[src/rtl/apb_reg_slave.sv]
`default_nettype none
// ============================================================================
//  Module   : apb_reg_slave
//  Brief    : APB slave with seven R/W registers and a read-only counter of
//             completed error-free transfers, configurable wait states.
//  Revision : 1.0  initial release
// ============================================================================
module apb_reg_slave #(
  parameter logic [31:0] BASE_ADDR   = 32'h8000_0000,
  parameter int          WAIT_STATES = 1
) (
  input  logic        Hclk,
  input  logic        Hreset,
  input  logic        Psel,
  input  logic        Penable,
  input  logic        Pwrite,
  input  logic [31:0] Paddr,
  input  logic [31:0] Pwdata,
  output logic [31:0] Prdata,
  output logic        Pready,
  output logic        Pslverr
);

  localparam logic [3:0] c_WAIT_INIT = 4'(WAIT_STATES);

  typedef enum logic [1:0] {
    ST_IDLE   = 2'd0,
    ST_SETUP  = 2'd1,
    ST_ACCESS = 2'd2
  } state_t;

  state_t      r_state;
  state_t      w_next_state;
  logic [3:0]  r_cnt;
  logic [3:0]  w_cnt_next;
  logic        w_capture;

  logic [31:2] r_addr;
  logic [31:0] r_wdata;
  logic        r_write;

  logic [31:0] r_regs [0:6];
  logic [31:0] r_xfer_cnt;

  logic [2:0]  w_idx;
  logic        w_err;
  logic        w_ready;
  logic [31:0] w_rd_mux;
  logic        w_unused_addr_lsbs;

  // Byte-lane bits carry no meaning for word registers.
  assign w_unused_addr_lsbs = ^Paddr[1:0];

  assign w_idx = r_addr[4:2];
  assign w_err = (r_addr[31:5] != BASE_ADDR[31:5]) || (r_write && (w_idx == 3'd7));

  // The SETUP state doubles as the first access-phase cycle once Penable
  // rises, so WAIT_STATES=0 completes on the very first Penable cycle.
  assign w_ready = ((r_state == ST_SETUP) || (r_state == ST_ACCESS)) &&
                   Psel && Penable && (r_cnt == 4'd0);

  assign Pready  = w_ready;
  assign Pslverr = w_ready && w_err;
  assign Prdata  = (w_ready && !r_write && !w_err) ? w_rd_mux : 32'd0;

  // Read mux: REG7 returns the counter value before this cycle's increment.
  always_comb begin
    w_rd_mux = 32'd0;
    case (w_idx)
      3'd0:    w_rd_mux = r_regs[0];
      3'd1:    w_rd_mux = r_regs[1];
      3'd2:    w_rd_mux = r_regs[2];
      3'd3:    w_rd_mux = r_regs[3];
      3'd4:    w_rd_mux = r_regs[4];
      3'd5:    w_rd_mux = r_regs[5];
      3'd6:    w_rd_mux = r_regs[6];
      default: w_rd_mux = r_xfer_cnt;
    endcase
  end

  // Next-state, wait-counter and capture decisions.
  always_comb begin
    w_next_state = r_state;
    w_cnt_next   = r_cnt;
    w_capture    = 1'b0;
    case (r_state)
      ST_IDLE: begin
        if (Psel && !Penable) begin
          w_next_state = ST_SETUP;
          w_cnt_next   = c_WAIT_INIT;
          w_capture    = 1'b1;
        end
      end
      ST_SETUP: begin
        if (!Psel) begin
          w_next_state = ST_IDLE;
        end else if (!Penable) begin
          w_cnt_next = c_WAIT_INIT;
          w_capture  = 1'b1;
        end else if (r_cnt == 4'd0) begin
          // Completing cycle: Penable is high, so the next setup phase is
          // picked up from IDLE on the following edge without a gap.
          w_next_state = ST_IDLE;
        end else begin
          w_next_state = ST_ACCESS;
          w_cnt_next   = r_cnt - 4'd1;
        end
      end
      ST_ACCESS: begin
        if (!Psel || !Penable) begin
          w_next_state = ST_IDLE;
        end else if (r_cnt == 4'd0) begin
          w_next_state = ST_IDLE;
        end else begin
          w_cnt_next = r_cnt - 4'd1;
        end
      end
      default: w_next_state = ST_IDLE;
    endcase
  end

  // State and wait-counter registers.
  always_ff @(posedge Hclk) begin
    if (Hreset) begin
      r_state <= ST_IDLE;
      r_cnt   <= 4'd0;
    end else begin
      r_state <= w_next_state;
      r_cnt   <= w_cnt_next;
    end
  end

  // Setup-phase capture; bus changes during ACCESS are not seen.
  always_ff @(posedge Hclk) begin
    if (Hreset) begin
      r_addr  <= '0;
      r_wdata <= 32'd0;
      r_write <= 1'b0;
    end else if (w_capture) begin
      r_addr  <= Paddr[31:2];
      r_wdata <= Pwdata;
      r_write <= Pwrite;
    end
  end

  // Register bank commit and transfer counter, both only on error-free completion.
  always_ff @(posedge Hclk) begin
    if (Hreset) begin
      for (int i = 0; i < 7; i++) r_regs[i] <= 32'd0;
      r_xfer_cnt <= 32'd0;
    end else if (w_ready && !w_err) begin
      if (r_write) begin
        for (int i = 0; i < 7; i++) begin
          if (w_idx == 3'(i)) r_regs[i] <= r_wdata;
        end
      end
      r_xfer_cnt <= r_xfer_cnt + 32'd1;
    end
  end

endmodule
`default_nettype wire
[config.mk]
export PLATFORM = sky130hd
export DESIGN_NAME = apb_reg_slave
export DESIGN_NICKNAME = d
export VERILOG_FILES = /design/src/rtl/apb_reg_slave.sv
export SDC_FILE = /design/constraint.sdc
export NUM_CORES = 1
export LEC_CHECK = 0
export ABC_AREA = 1
export CAP_MARGIN = 40
export CELL_PAD_IN_SITES_DETAIL_PLACEMENT = 0
export CELL_PAD_IN_SITES_GLOBAL_PLACEMENT = 1
export CORE_MARGIN = 4
export CORE_UTILIZATION = 45
export CTS_CLUSTER_SIZE = 24
export DETAILED_ROUTE_END_ITERATION = 10
export GPL_ROUTABILITY_DRIVEN = 1
export GPL_TIMING_DRIVEN = 0
export PLACE_DENSITY_LB_ADDON = 0.05
export SETUP_SLACK_MARGIN = 0.3
export SYNTH_ARGS = -nofsm -noshare
export SYNTH_HDL_FRONTEND = slang
export SYNTH_SLANG_ARGS = --single-unit
[constraint.sdc]
create_clock -name Hclk -period 8.2 [get_ports Hclk]
set_input_delay 0.82 -clock Hclk [delete_from_list [all_inputs] [get_ports Hclk]]
set_output_delay 0.82 -clock Hclk [all_outputs]
set_load 0.02 [all_outputs]
==> out/metrics.yaml, run 1 <==
critical_path:
  cp.required_ps: 7380
  worstSetupPathType: "flip-flop to output pin"
  ff2ff_setup_slack_ps: 4980
  rr_endpoint: "r_regs[0][9]"
  worstPathMaxFanout: 10
  timing.rr.start: "r_cnt[0]"
  cp-endpoint: "Prdata[14]"
  crit_path_start_kind: "flip-flop"
  arrival_ps: 3870
  cp-end-kind: "output pin"
  r2r_cells: 10
  crit_start: "r_addr[4]"
clock_tree:
  cts.hold.buffers_added: 0
  insertion_delay_ps: 550
  cts_max_level: 2
  cts_root_buffer: "clkbuf_16"
  ctsResizeCount: 0
  cts_buffers: 36
  path_clk_slew_ps: 60
  cts_setup_buffers: 0
  clock-sinks: 325
  clockBufferDepth: 3
  cts_tree: "yes"
global_routing:
  met2_usage: 0.456
  gr-usage-met1: 0.362
  antenna_found_initial: 1
  grt_use_total: 0.267
  gr-usage-met3: 0.0367
  grt-busiest-layer: "met2"
  grt_max_degree: 24
  grt.overflow.total: 0
  first_global_vias: 11987
  grt_pass1_wl_mm: 72.2
synth:
  synthAdderAreaFrac: 0.00510
  yosysWarningCount: 0
  synth_cell_types: 30
  yosysTopAreaCell: "edfxtp_1"
  synthXorXnorAreaFrac: 0.00774
  syn-cell-area_um2: 14700
  synth_area_leaders: "edfxtp_1 46%, dfxtp_1 14%, nand2_1 10%, nor2_1 10%, nand4_1 2.5%"
  postSynthCellCount: 1700
  synth_simple_gate_area_share: 0.287
  synth_top_family_by_area: "simple AND/OR/NAND/NOR gates"
  syn_area_per_cell_um2: 8.66
  synthesis.nets: 1775
  synth_compound_area_frac: 0.0550
  yosys_register_bits: 325
  synth_top_area_frac: 0.457
  yosysSeqAreaShare: 0.595
  synthMuxAreaShare: 0
floorplanning:
  ios: 103
  core_um2: 31900
  dieArea_um2: 35700
  fp-row-count: 65
  die-height_um: 189
  initial_core_util: 0.462
  die_x_um: 189
layout:
  fillers: 2984
  nNetsFinal: 1926
  final_common_cell: "nand2_1"
  mostFrequentLayoutCells: "400 x nand2_1, 396 x nor2_1, 224 x edfxtp_1"
  final_cells: 2314
  antenna_cells: 0
  syn_to_final_growth_pct: 20.3
  drive_gt1_frac: 0.0612
detailed_routing:
  wirelength_mm: 48.0
  initialDrtViolationCount: 1349
  routedWlPerCell_um: 20.7
  vias: 12540
  vias_per_cell: 5.42
  ant_nets: 0
  drc: 0
  firstDrtPassIters: 7
sta:
  worst_slew_pin_slew_ps: 961
  slew_headroom: 0.360
  max_clock_freq_ghz: 0.213
  drv_slew: 0
  timing.final.hold_violations: 0
  period_minus_slack_ps: 4690
  fin_crit_sh: 0.572
  finalSetupTns_ps: 0
  setup_viol: 0
  fin_skew_ps: 23.3
  rsz0062_at_grt: "false"
flow_run:
  cap_violations: 0
power_and_ir_drop:
  irDropWorstVdd_mv: 0.196
  total_leakage_power_nw: 6.52
  power_density_nw_per_um2: 249
place:
  gp_congestion: 0.873
  dp.cells: 2248
  hpwl_mm: 33.2
  io_buffers: 99
min_path:
  hp-class: "flip-flop to flip-flop"
outcome:
  status: "completed"
worst min path at each step:
stage | startpoint | to | slack [ps] | cells past startpoint
after floorplan | r_cnt[3] | r_cnt[3] | 460 | 2
after global placement | r_cnt[3] | r_cnt[3] | 470 | 2
after detailed placement | r_cnt[3] | r_cnt[3] | 480 | 2
after CTS | r_cnt[3] | r_cnt[3] | 490 | 2
after global routing | r_cnt[3] | r_cnt[3] | 530 | 2
final | r_cnt[3] | r_cnt[3] | 490 | 2
sequential cells by signal, summed over array words and instances (netlist names):
signal / count
r_state: 2
r_write: 1
r_wdata: 32
r_xfer_cnt: 32
r_addr: 30
r_cnt: 4
r_regs: 224
critical path, stage by stage (launching register included):
cell	delay, ps
dfxtp_1	560
inv_2	170
nor3_2	530
clkbuf_1	780
nand2_1	110
nand4_1	150
nor2_1	110
a21oi_1	260
clkdlybuf4s50_1	660
Yosys cell counts (all sizes together):
cell type  count
ha             6
nand3b         8
o31ai          1
o22ai         25
o211ai         3
buf           25
a31oi          2
nor2         400
nand2        414
xnor2          3
xor2          10
clkinv         1
or2            1
edfxtp       224
nand3         58
nor3          74
dfxtp        101
o21ai         69
nand4         59
clkbuf        64
inv           99
a21oi         53
cell type report:
cell class                 instances  area (µm²)  share of cell area
buffer                            89         372              0.0210
clock buffer                      49        1000              0.0566
clock inverter                    17         184              0.0104
inverter                         100         375              0.0212
multi-input combinational       1186        5240               0.296
sequential                       325        8750               0.494
tap                              435         544              0.0308
timing repair buffer             113        1240              0.0699
cells by family (layout without fill, tap and decap cells):
family                     count (synthesis)  count (layout)
buffers and inverters                    189             368
AOI/OAI and AO/OA                        153             153
and+or+nand+nor                         1014            1014
adders and majority gates                  6               6
xor gates and xnor gates                  13              13
DFF                                      325             325
report_power, final:
part	leakage, nW	internal (W)	total, W	switching (W)
Sequential	3.14	0.00187	0.00193	0.0000626
Combinational	2.80	0.000248	0.000837	0.000589
Clock	0.585	0.000960	0.00164	0.000680
per-stage QoR:
step,utilization,hold slack [ps],total power [W],area (µm²),setup slack (ps)
final,0.555,487,0.00441,17700,3510
after global routing,0.555,528,0.00459,17700,3450
after CTS,0.555,489,0.00442,17700,3650
after detailed placement,0.518,481,0.00279,16500,3730
after global placement,0.510,473,0.00275,16200,3490
after floorplan,-,458,0.00245,14700,5310
layer usage:
metal / part of all wire / up-vias
met5: 0 / -
met2: 0.48 / 453
li1: - / 5966
met1: 0.42 / 6045
met4: 0.023 / 0
met3: 0.075 / 76
Power figures use the tool's default switching activity.
==> run 2, diff against run 1 <==
==> constraint.sdc (replaced) <==
create_clock -name Hclk -period 4.5 [get_ports Hclk]
set_input_delay 0.45 -clock Hclk [delete_from_list [all_inputs] [get_ports Hclk]]
set_output_delay 0.45 -clock Hclk [all_outputs]
set_load 0.02 [all_outputs]
==> run 2 against run 1 <==
Net effect:
- non-clock buffer count is the same
- sequential share of layout area is essentially flat
- via count is essentially flat
- final cell count is the same
- combinational power grew 82%
- die area is the same
- largest power group unchanged
==> out/metrics.yaml, run 2 (synthesis gave the netlist of run 1 again) <==
clock_tree:
  cts_max_level: 2  # unchanged
  clock-sinks: 325  # unchanged
  cts_root_buffer: "clkbuf_16"
  clockBufferDepth: 3  # unchanged
  cts_tree: "yes"
  path_clk_slew_ps: 60  # about the same
  insertion_delay_ps: 550  # about the same
  cts_buffers: 36  # unchanged
power_and_ir_drop:
  p_int_w: 0.00561  # +82%
  switchingPower_w: 0.00242  # +82%
  switching_share: 0.302  # -0.000380
  p_total_w: 0.00803  # +82%
  p_comb_frac: 0.190  # about the same
  power_density_nw_per_um2: 454  # +82%
  total_leakage_power_nw: 6.53  # +0.21%
  seqPwrFrac: 0.439  # about the same
  clkPwrFrac: 0.372  # about the same
  irDropWorstVdd_mv: 0.357  # +82%
global_routing:
  grt.overflow.total: 0  # unchanged
  antenna_found_initial: 1  # unchanged
  grt_pass1_wl_mm: 72.2  # unchanged
  first_global_vias: 11987  # unchanged
  grt_use_total: 0.267  # unchanged
  grt_max_degree: 24  # unchanged
sta:
  drv_slew: 0  # unchanged
  rsz0062_at_grt: "true"
  setup_viol: 0  # unchanged
  fin_crit_sh: 0.913
  worst_slack_ps: 392  # -3120 ps
  period_minus_slack_ps: 4110
  worst_slew_pin_slew_ps: 965  # +4.57 ps
  fin_skew_ps: 21.0  # -2.24 ps
  finalSetupTns_ps: 0  # unchanged
  max_clock_freq_ghz: 0.243
  timing.final.hold_violations: 0  # unchanged
  slew_headroom: 0.357  # -0.00305
detailed_routing:
  drc: 0  # unchanged
  ant_nets: 0  # unchanged
  firstDrtPassIters: 5  # -2
  vias_per_cell: 5.42  # about the same
  vias: 12536  # -0.032%
  wirelength_mm: 48.0  # about the same
  initialDrtViolationCount: 1217  # -9.8%
  routedWlPerCell_um: 20.8  # about the same
layout:
  syn_to_final_growth_pct: 20.3  # about the same
  drive_gt1_frac: 0.0633  # +0.00213
  final_cells: 2314  # unchanged
  nNetsFinal: 1926  # unchanged
  final_common_cell: "nand2_1"
  finalInstanceArea_um2: 17700  # about the same
  antenna_cells: 0  # unchanged
  top_register: "r_regs"
  largest_reg_flops: 224  # unchanged
  fillers: 2987  # +0.10%
  mostFrequentLayoutCells: "400 x nand2_1, 396 x nor2_1, 224 x edfxtp_1"
  reg_top3: "r_regs x224, r_wdata x32, r_xfer_cnt x32"
critical_path:
  crit_path_start_kind: "flip-flop"
  worstSetupPathType: "flip-flop to output pin"
  path_cells: "inv_2 -> nor3_2 -> clkbuf_1 -> nand2_1 -> nand4_1 -> nor2_1 -> a21oi_1 -> clkdlybuf4s50_1"
  cp_slowest_cell: "clkbuf_1"
  cp-end-kind: "output pin"
  cp.required_ps: 4050  # -3330 ps
  arrival_ps: 3660  # -210 ps
  max_stage_delay_ps: 690  # -90 ps
  worstPathMaxFanout: 10  # unchanged
floorplanning:
  die_x_um: 189  # unchanged
  initial_core_util: 0.462  # unchanged
  fp-row-count: 65  # unchanged
  core_um2: 31900  # unchanged
  dieArea_um2: 35700  # unchanged
  ios: 103  # unchanged
  die-height_um: 189  # unchanged
flow_run:
  cap_violations: 0  # unchanged
place:
  place_area_um2: 16500  # unchanged
  pre_cts_ws_ps: 773  # -2960 ps
  gp_congestion: 0.873  # unchanged
  io_buffers: 99  # unchanged
  dp.cells: 2248  # unchanged
  hpwl_mm: 33.2  # unchanged
min_path:
  hp-class: "primary input to flip-flop"
outcome:
  status: "completed"
## run 2: cell count changes in the layout (fill, tap and decap cells not counted)
cell | before | now
clkbuf_1 | 73 | 69
clkbuf_2 | 0 | 4
## run 2: area by class of cell
cell class,instances,area [µm²],area share
sequential,325,8750,0.494
multi-input combinational,1186,5240,0.296
timing repair buffer,113,1240,0.0698
clock buffer,49,1000,0.0565
tap,435,544,0.0307
buffer,89,377,0.0213
inverter,100,375,0.0212
clock inverter,17,184,0.0104
## run 2: final timing paths
path	slack, ps	endpoint	startpoint	cells after the start
worst min-delay path	320	r_xfer_cnt[7]	Hreset	2
worst max-delay path	390	Prdata[14]	r_addr[4]	8
worst max register to register	1290	r_regs[0][31]	r_cnt[0]	10
worst min register to register	490	r_cnt[3]	r_cnt[3]	2
## run 2: layer usage
| metal | share of wire | track usage |
|---|---|---|
| met1 | 0.42 | 0.362 |
| met2 | 0.48 | 0.456 |
| met3 | 0.074 | 0.0367 |
| met4 | 0.022 | 0.0670 |
| met5 | 0 | 0 |
## run 2: worst max-delay path, delay by kind of cell, from the launching register on
family	cells	cell delay, ps
buffers and inverters	3	1510
AND/OR/NAND/NOR	4	790
AO/OA/AOI/OAI	1	250
flip-flops	1	560
## run 2: timing repair
item                                    CTS  global route
endpoints found under the setup margin    0            15
hold buffers                              0             0
setup buffers                             0             0
resized for setup                         0             9
## run 2: power by group through the flow
| stage | combinational [W] | sequential, W | clock (W) |
|---|---|---|---|
| after global placement | 0.00143 | 0.00358 | 0 |
| after CTS | 0.00152 | 0.00352 | 0.00301 |
| final | 0.00152 | 0.00352 | 0.00298 |
| after floorplan | 0.000914 | 0.00355 | 0 |
| after global routing | 0.00169 | 0.00354 | 0.00314 |
| after detailed placement | 0.00151 | 0.00358 | 0 |
## run 2: stage by stage
step | utilization | hold WS, ps
final | 0.555 | 321
after global routing | 0.555 | 337
after CTS | 0.555 | 317
after detailed placement | 0.518 | 481
after global placement | 0.510 | 473
after floorplan | - | 458
